--- config.mk ---
export PLATFORM = sky130hd
export DESIGN_NAME = tile_grid_tracker
export DESIGN_NICKNAME = d
export VERILOG_FILES = /design/src/rtl/tile_grid_tracker.sv
export SDC_FILE = /design/constraint.sdc
export NUM_CORES = 1
export LEC_CHECK = 0
export CORE_ASPECT_RATIO = 0.9
export CORE_UTILIZATION = 45
export CTS_BUF_LIST = sky130_fd_sc_hd__clkbuf_8 sky130_fd_sc_hd__clkbuf_16
export DETAILED_ROUTE_END_ITERATION = 10
export PLACE_DENSITY = 0.81
export REMOVE_ABC_BUFFERS = 1
export SETUP_SLACK_MARGIN = 0.4
export SLEW_MARGIN = 5
export SYNTH_ARGS = -nofsm -noshare
export SYNTH_HDL_FRONTEND = slang
export SYNTH_SLANG_ARGS = --single-unit
--- constraint.sdc ---
create_clock -name clk -period 1.6 [get_ports clk]
set_input_delay 0.48 -clock clk [delete_from_list [all_inputs] [get_ports clk]]
set_output_delay 0.48 -clock clk [all_outputs]
set_load 0.02 [all_outputs]
--- src/rtl/tile_grid_tracker.sv ---
// tile_grid_tracker: maps an object's pixel coordinate onto a power-of-two
// tile grid with configurable origin and extent. It reports the tile corner,
// the clamped column/row, an in-grid flag, tile transitions and a saturating
// dwell count. The block is a two-stage pipeline with full throughput.
module tile_grid_tracker #(
    parameter int COORD_W   = 11,
    parameter int TILE_LOG2 = 6,
    parameter int GRID_COLS = 10,
    parameter int GRID_ROWS = 7,
    parameter int ORIGIN_X  = 0,
    parameter int ORIGIN_Y  = 0,
    parameter int DWELL_W   = 8,
    localparam int COL_W    = (GRID_COLS > 2) ? $clog2(GRID_COLS) : 1,
    localparam int ROW_W    = (GRID_ROWS > 2) ? $clog2(GRID_ROWS) : 1
) (
    input  logic               clk,
    input  logic               resetN,
    input  logic               sampleValid,
    input  logic [COORD_W-1:0] objX,
    input  logic [COORD_W-1:0] objY,
    output logic               outValid,
    output logic [COORD_W-1:0] tileTopLeftX,
    output logic [COORD_W-1:0] tileTopLeftY,
    output logic [COL_W-1:0]   tileCol,
    output logic [ROW_W-1:0]   tileRow,
    output logic               inGrid,
    output logic               tileChanged,
    output logic [DWELL_W-1:0] dwellCount
);

    localparam int ID_W = 1 + COL_W + ROW_W;
    localparam logic signed [COORD_W:0] COLS_S = (COORD_W+1)'(GRID_COLS);
    localparam logic signed [COORD_W:0] ROWS_S = (COORD_W+1)'(GRID_ROWS);

    logic signed [COORD_W:0] relX, relY, rawCol, rawRow;
    logic [COL_W-1:0]        colD;
    logic [ROW_W-1:0]        rowD;
    logic                    inGridD;

    logic                    s1Valid;
    logic [COL_W-1:0]        s1Col;
    logic [ROW_W-1:0]        s1Row;
    logic                    s1In;

    logic [ID_W-1:0]         identD;
    logic [ID_W-1:0]         prevIdent;
    logic                    firstSeen;
    logic [COORD_W-1:0]      tlxD, tlyD;

    // Stage 1 datapath: origin-relative position, raw index and clamping.
    always_comb begin
        relX   = $signed({1'b0, objX}) - $signed((COORD_W+1)'(ORIGIN_X));
        relY   = $signed({1'b0, objY}) - $signed((COORD_W+1)'(ORIGIN_Y));
        rawCol = relX >>> TILE_LOG2;
        rawRow = relY >>> TILE_LOG2;
        // Negative raw indices fall through to the default of 0.
        colD = '0;
        if (rawCol >= COLS_S)
            colD = COL_W'(GRID_COLS - 1);
        else if (!relX[COORD_W])
            colD = rawCol[COL_W-1:0];
        rowD = '0;
        if (rawRow >= ROWS_S)
            rowD = ROW_W'(GRID_ROWS - 1);
        else if (!relY[COORD_W])
            rowD = rawRow[ROW_W-1:0];
        inGridD = !relX[COORD_W] && !relY[COORD_W] &&
                  (rawCol < COLS_S) && (rawRow < ROWS_S);
    end

    // Stage 1 register: capture resolved indices on each valid sample.
    always_ff @(posedge clk or negedge resetN) begin
        if (!resetN) begin
            s1Valid <= 1'b0;
            s1Col   <= '0;
            s1Row   <= '0;
            s1In    <= 1'b0;
        end else begin
            s1Valid <= sampleValid;
            if (sampleValid) begin
                s1Col <= colD;
                s1Row <= rowD;
                s1In  <= inGridD;
            end
        end
    end

    // Stage 2 datapath: tile corner and tile identity (all out-of-grid share one).
    always_comb begin
        tlxD   = (COORD_W'(s1Col) << TILE_LOG2) + COORD_W'(ORIGIN_X);
        tlyD   = (COORD_W'(s1Row) << TILE_LOG2) + COORD_W'(ORIGIN_Y);
        identD = s1In ? {1'b1, s1Col, s1Row} : '0;
    end

    // Stage 2 register: outputs, transition tracking and saturating dwell count.
    always_ff @(posedge clk or negedge resetN) begin
        if (!resetN) begin
            outValid     <= 1'b0;
            tileTopLeftX <= '0;
            tileTopLeftY <= '0;
            tileCol      <= '0;
            tileRow      <= '0;
            inGrid       <= 1'b0;
            tileChanged  <= 1'b0;
            dwellCount   <= '0;
            prevIdent    <= '0;
            firstSeen    <= 1'b0;
        end else begin
            outValid    <= s1Valid;
            tileChanged <= 1'b0;
            if (s1Valid) begin
                tileTopLeftX <= tlxD;
                tileTopLeftY <= tlyD;
                tileCol      <= s1Col;
                tileRow      <= s1Row;
                inGrid       <= s1In;
                firstSeen    <= 1'b1;
                prevIdent    <= identD;
                if (!firstSeen || identD != prevIdent) begin
                    tileChanged <= 1'b1;
                    dwellCount  <= '0;
                end else if (dwellCount != '1) begin
                    dwellCount <= dwellCount + DWELL_W'(1);
                end
            end
        end
    end

endmodule

# Yosys cells after proc, flatten, opt, wreduce, memory -nomap -nowiden
# Index checks and enable logic that the tools add are counted.
[classes]
magnitude_cmp = 4
eq_ne = 2
n_addsub = 1
n_mux = 7
reduce_logical = 5
[ops]
columns = ["operator", "count"]
rows = [
  ["8-bit two-way mux", 3],
  ["8-bit by 1-bit adder with 8-bit output (second input constant)", 1],
  ["8-bit != test", 1],
  ["8-bit != test (second input constant)", 1],
  ["5-bit by 3-bit greater-or-equal comparator with 1-bit output (second input constant)", 1],
  ["5-bit by 4-bit greater-or-equal comparator with 1-bit output (second input constant)", 1],
  ["5-bit by 3-bit < comparator with 1-bit output (second input constant)", 1],
  ["5-bit by 4-bit < comparator with 1-bit output (second input constant)", 1],
  ["4-bit two-way mux", 1],
  ["3-bit two-way mux", 1],
  ["1-bit two-way mux", 2],
  ["2-bit AND reduction", 1],
  ["2-bit nonzero test", 1],
  ["1-bit logical AND", 1],
  ["1-bit zero test", 1],
  ["1-bit logical OR", 1],
]
[totals]
out_inout_bits = 40
ff_bits = 36
in_bits = 25
wordCells = 31

# Longest topological paths before layout
[depth]
depth_word = 5
ltp_mapped = 6
ltp_nobuf = 6

# Worst setup path after synthesis
# No wires, ideal clock.
[synth_path]
kind = "register -> register"
startpoint = "reg dwellCount[0]"
endpoint = "reg dwellCount[3]"
t_required_ps = 1481
setup_ps = 119
arrival_time_ps = 1387
slack_ps = 95
synth_period_minus_slack_ps = 1505
path_stages_with_launch = 7
cell_sequence = "dfrtp_1 -> ha_1 -> nand3_1 -> o21a_1 -> nand4_1 -> xor2_1 -> nor2_2"
[synth_between]
elab_chain_len = 3
word_cells_on_any_way = 6
[synth_rtl]
columns = ["element", "line", "text"]
rows = [
  ["start: declaration", "28", "output logic [DWELL_W-1:0] dwellCount"],
  ["start signal: assignment", "123", "dwellCount <= dwellCount + DWELL_W'(1);"],
  ["8-bit by 1-bit adder with 8-bit output / 8-bit != test (equally long branches)", "123, 122", ""],
  ["8-bit two-way mux / 2-bit nonzero test (equally long branches)", "-", ""],
  ["8-bit two-way mux / 2-bit AND reduction (equally long branches)", "-", ""],
]
# Parallel ways exist; a longest one is shown, timed or not. The select of a mux whose other input is x is not followed.
# A chain may end at the register's enable or synchronous reset.

# Worst setup path after layout
[layout_path]
startpoint = "reg s1Col[3]"
endpoint = "reg dwellCount[7]"
[layout_between]
elab_chain_len = 5
word_cells_on_any_way = 6
[layout_rtl]
columns = ["element", "line", "text"]
rows = [
  ["start: declaration", "41", "logic [COL_W-1:0] s1Col;"],
  ["start signal: assignment", "81", "s1Col <= colD;"],
  ["8-bit two-way mux (*)", "92", "identD = s1In ? {1'b1, s1Col, s1Row} : '0;"],
  ["8-bit != test (*)", "119", "if (!firstSeen || identD != prevIdent) begin"],
  ["1-bit logical OR (*)", "119", ""],
  ["2-bit nonzero test (no line)", "-", ""],
  ["2-bit AND reduction (no line)", "-", ""],
]
# Every way passes the cells marked *; elsewhere a longest branch is shown, timed or not.

==> flow_summary_export.csv <==
group,metric,value,unit
status,status,"finished clean",
logic_synthesis,synthTopCellsByArea,"dfrtp_1 48%, buf_4 9.1%, mux2_2 5.0%, nand3_1 4.4%, o21ai_0 3.6%",
clocking,cts.sinks,35,
worst_setup_path,required,1830,ps
clocking,cts-htree-levels,2,
detailed_routing,avgRoutedWirePerCell,13.5,um
worst_setup_path,cp.arrival,1780,ps
placed_design,placed_area,0.00221,mm^2
sta,period_share,0.973,
clocking,cts_made_buffers,5,
die,start_util,0.479,
placed_design,dp.final_hpwl,2.45,mm
placed_design,place_ws,31.0,ps
clocking,cts.clk_slew.worst_paths,70,ps
clocking,cts_tree,"yes",
sta,worst_slack,42.9,ps
cells_and_area,finish.instance_area,0.00255,mm^2
grt,antenna_found_initial,0,
cells_and_area,final_cell_mix,"34 x dfrtp_1, 26 x buf_6, 20 x buf_4",
cells_and_area,final.fill_count,288,
power_and_ir_drop,internal_power,1.97,mW
die,fp.dieArea,0.00429,mm^2
logic_synthesis,synth-async-reset-ratio,1.00,
power_and_ir_drop,ir_drop,0.609,mV
sta,fmax,642,MHz
clocking,postCtsHoldBufs,0,
grt,grt_overflow,0,
logic_synthesis,synthFlopType,"dfrtp_1",
job,drv_cap,0,
logic_synthesis,synth_top_area_cell,"dfrtp_1",
logic_synthesis,synthCells,177,
worst_setup_path,timing_worst_setup_path_type,"flip-flop to flip-flop",
worst_setup_path,end_kind,"flip-flop",
clocking,clk_latency,300,ps
cells_and_area,seq_area,877,um^2
sta,setup_tns,0,ps
sta,skew,8.38,ps
logic_synthesis,ys_ff_latch,35,
cells_and_area,multiInputGateArea,798,um^2
detailed_routing,wirelength,3.76,mm
detailed_routing,ant_nets,0,
detailed_routing,num_vias,1430,
die,coreArea,0.00378,mm^2
sta,rsz0062_at_grt,"true",
cells_and_area,nets,257,
logic_synthesis,synth_area_per_cell,10.2,um^2
power_and_ir_drop,p_comb_frac,0.274,
logic_synthesis,synth_cell_types,37,
die,die_h,62.2,um
die,die_w,68.9,um
placed_design,io_buffers,37,
die,ios,65,
power_and_ir_drop,p_seq_frac,0.378,
clocking,cts-root-buf,"clkbuf_8",
sta,setup_violations,0,
detailed_routing,drc_errors,0,
cells_and_area,area_growth,40.7,%
logic_synthesis,synth_seq_area_share,0.483,
die,num_rows,21,
logic_synthesis,synth_area,0.00181,mm^2
grt,globalRouteTotalUtil,0.199,
grt,grt_pass1_wl,6.09,mm
power_and_ir_drop,switchingPower,0.798,mW
logic_synthesis,synth_top_area_share,0.483,
grt,grt_pass1_vias,1351,
sta,finalCriticalPeriod,1560,ps
cells_and_area,drive_gt1_frac,0.379,
detailed_routing,dr.pass1.iters,4,
placed_design,place_congestion,0.806,
sta,hold_violations,0,
power_and_ir_drop,p_leak,1.16,nW
worst_setup_path,cp-start-kind,"flip-flop",
sta,slew_violations,0,
worst_setup_path,slowest_stage,"dfrtp_1",
clocking,clockBufferDepth,2,
worst_setup_path,worstPathMaxFanout,7,
logic_synthesis,yosysWarnings,0,
worst_setup_path,crit_chain,"o21ai_0 -> a31oi_4 -> o31a_4 -> nor2_2",
min_path,min_path_type,"primary input to flip-flop",
cells_and_area,antennaDiodeCount,0,
cells_and_area,mostFrequentLayoutCell,"dfrtp_1",
detailed_routing,drtIter0Drc,65,
power_and_ir_drop,switching_share,0.288,
detailed_routing,viasPerCell,5.14,
power_and_ir_drop,pwr_density_cell,1090,mW/mm^2
logic_synthesis,synth_edf_count,0,
power_and_ir_drop,clkPwrFrac,0.348,
grt,grt_max_degree,36,
worst_setup_path,critical_path.max_stage_delay,460,ps
cells_and_area,final_util,0.675,
[power by group through the flow]
stage                     Clock [mW]  Combinational (mW)  Sequential [mW]
after detailed placement           0               0.655             1.05
after floorplan                    0               0.200             1.17
after CTS                      0.980               0.723             1.04
after global routing            1.02               0.821             1.06
final                          0.963               0.760             1.05
after global placement             0               0.645             1.05
[registers in the layout, indices dropped and copies added, names as in the netlist]
signal	flops
dwellCount	8
firstSeen	1
inGrid	1
outValid	1
prevIdent	7
s1Col	4
s1In	1
s1Row	3
s1Valid	1
tileChanged	1
tileCol	4
tileRow	3
[per-stage QoR]
stage,instances,power [mW],hold slack (ps)
after detailed placement,258,1.71,501
after global routing,278,2.90,481
after CTS,276,2.75,519
final,278,2.77,465
after floorplan,163,1.37,184
after global placement,258,1.70,484
[what timing repair did]
item / CTS / global route
gates cloned: 0 / 1
pin swaps: 1 / 3
gates resized for setup: 139 / 29
endpoints found under the setup margin: 37 / 37
setup buffers: 10 / 1
[final cells by class]
class,count,area share
multi-input combinational,117,0.313
sequential,35,0.344
inverter,11,0.0162
clock buffer,5,0.0270
tap,46,0.0225
clock inverter,3,0.0265
timing repair buffer,61,0.251
[metal layers]
metal  track usage  routed length, um  up-vias  share of wire
met3        0.0625                192        9          0.051
met2         0.306               1870       52           0.50
met5             0                  0        -              0
met4         0.107                104        0          0.028
li1              -                  -      689              -
met1         0.242               1600      680           0.42
[kinds of logic after synthesis]
family,count (synthesis),synth area share
xor+xnor,10,0.0483
mux,8,0.0497
simple gates,50,0.150
compound gates,33,0.128
other cells,1,0.00207
flops,35,0.483
buf+inv,39,0.132
fa+ha+maj,1,0.00690
[synthesized netlist by cell type, types with 2 or more instances]
cell / number
clkbuf_1: 2
o22ai_1: 2
o21a_1: 2
xor2_1: 7
nor2_2: 6
mux2_2: 8
buf_4: 22
nand3_1: 16
a21oi_1: 5
nor3_1: 5
dfrtp_1: 35
buf_2: 2
nand4b_1: 3
nand2_1: 2
xnor2_1: 3
and3_1: 4
nor2_1: 7
inv_1: 11
o21ai_0: 13
o22ai_2: 2
nand4_1: 4
[worst max-delay path, delay by kind of cell (launching register included)]
family           cells  cell delay [ps]
AO/OA/AOI/OAI        3              900
flip-flops           1              460
AND/OR/NAND/NOR      1              130
[path summary, 6_finish.rpt]
kind,start,to,slack (ps),cells after the start
min reg2reg,firstSeen,firstSeen,520,1
max reg2reg,s1Col[3],dwellCount[7],40,4
min in group asynchronous,resetN,dwellCount[4],540,2
max,s1Col[3],dwellCount[7],40,4
max in group asynchronous,resetN,s1In,860,2
min,objX[8],s1Col[2],470,3
Power figures use the tool's default switching activity.
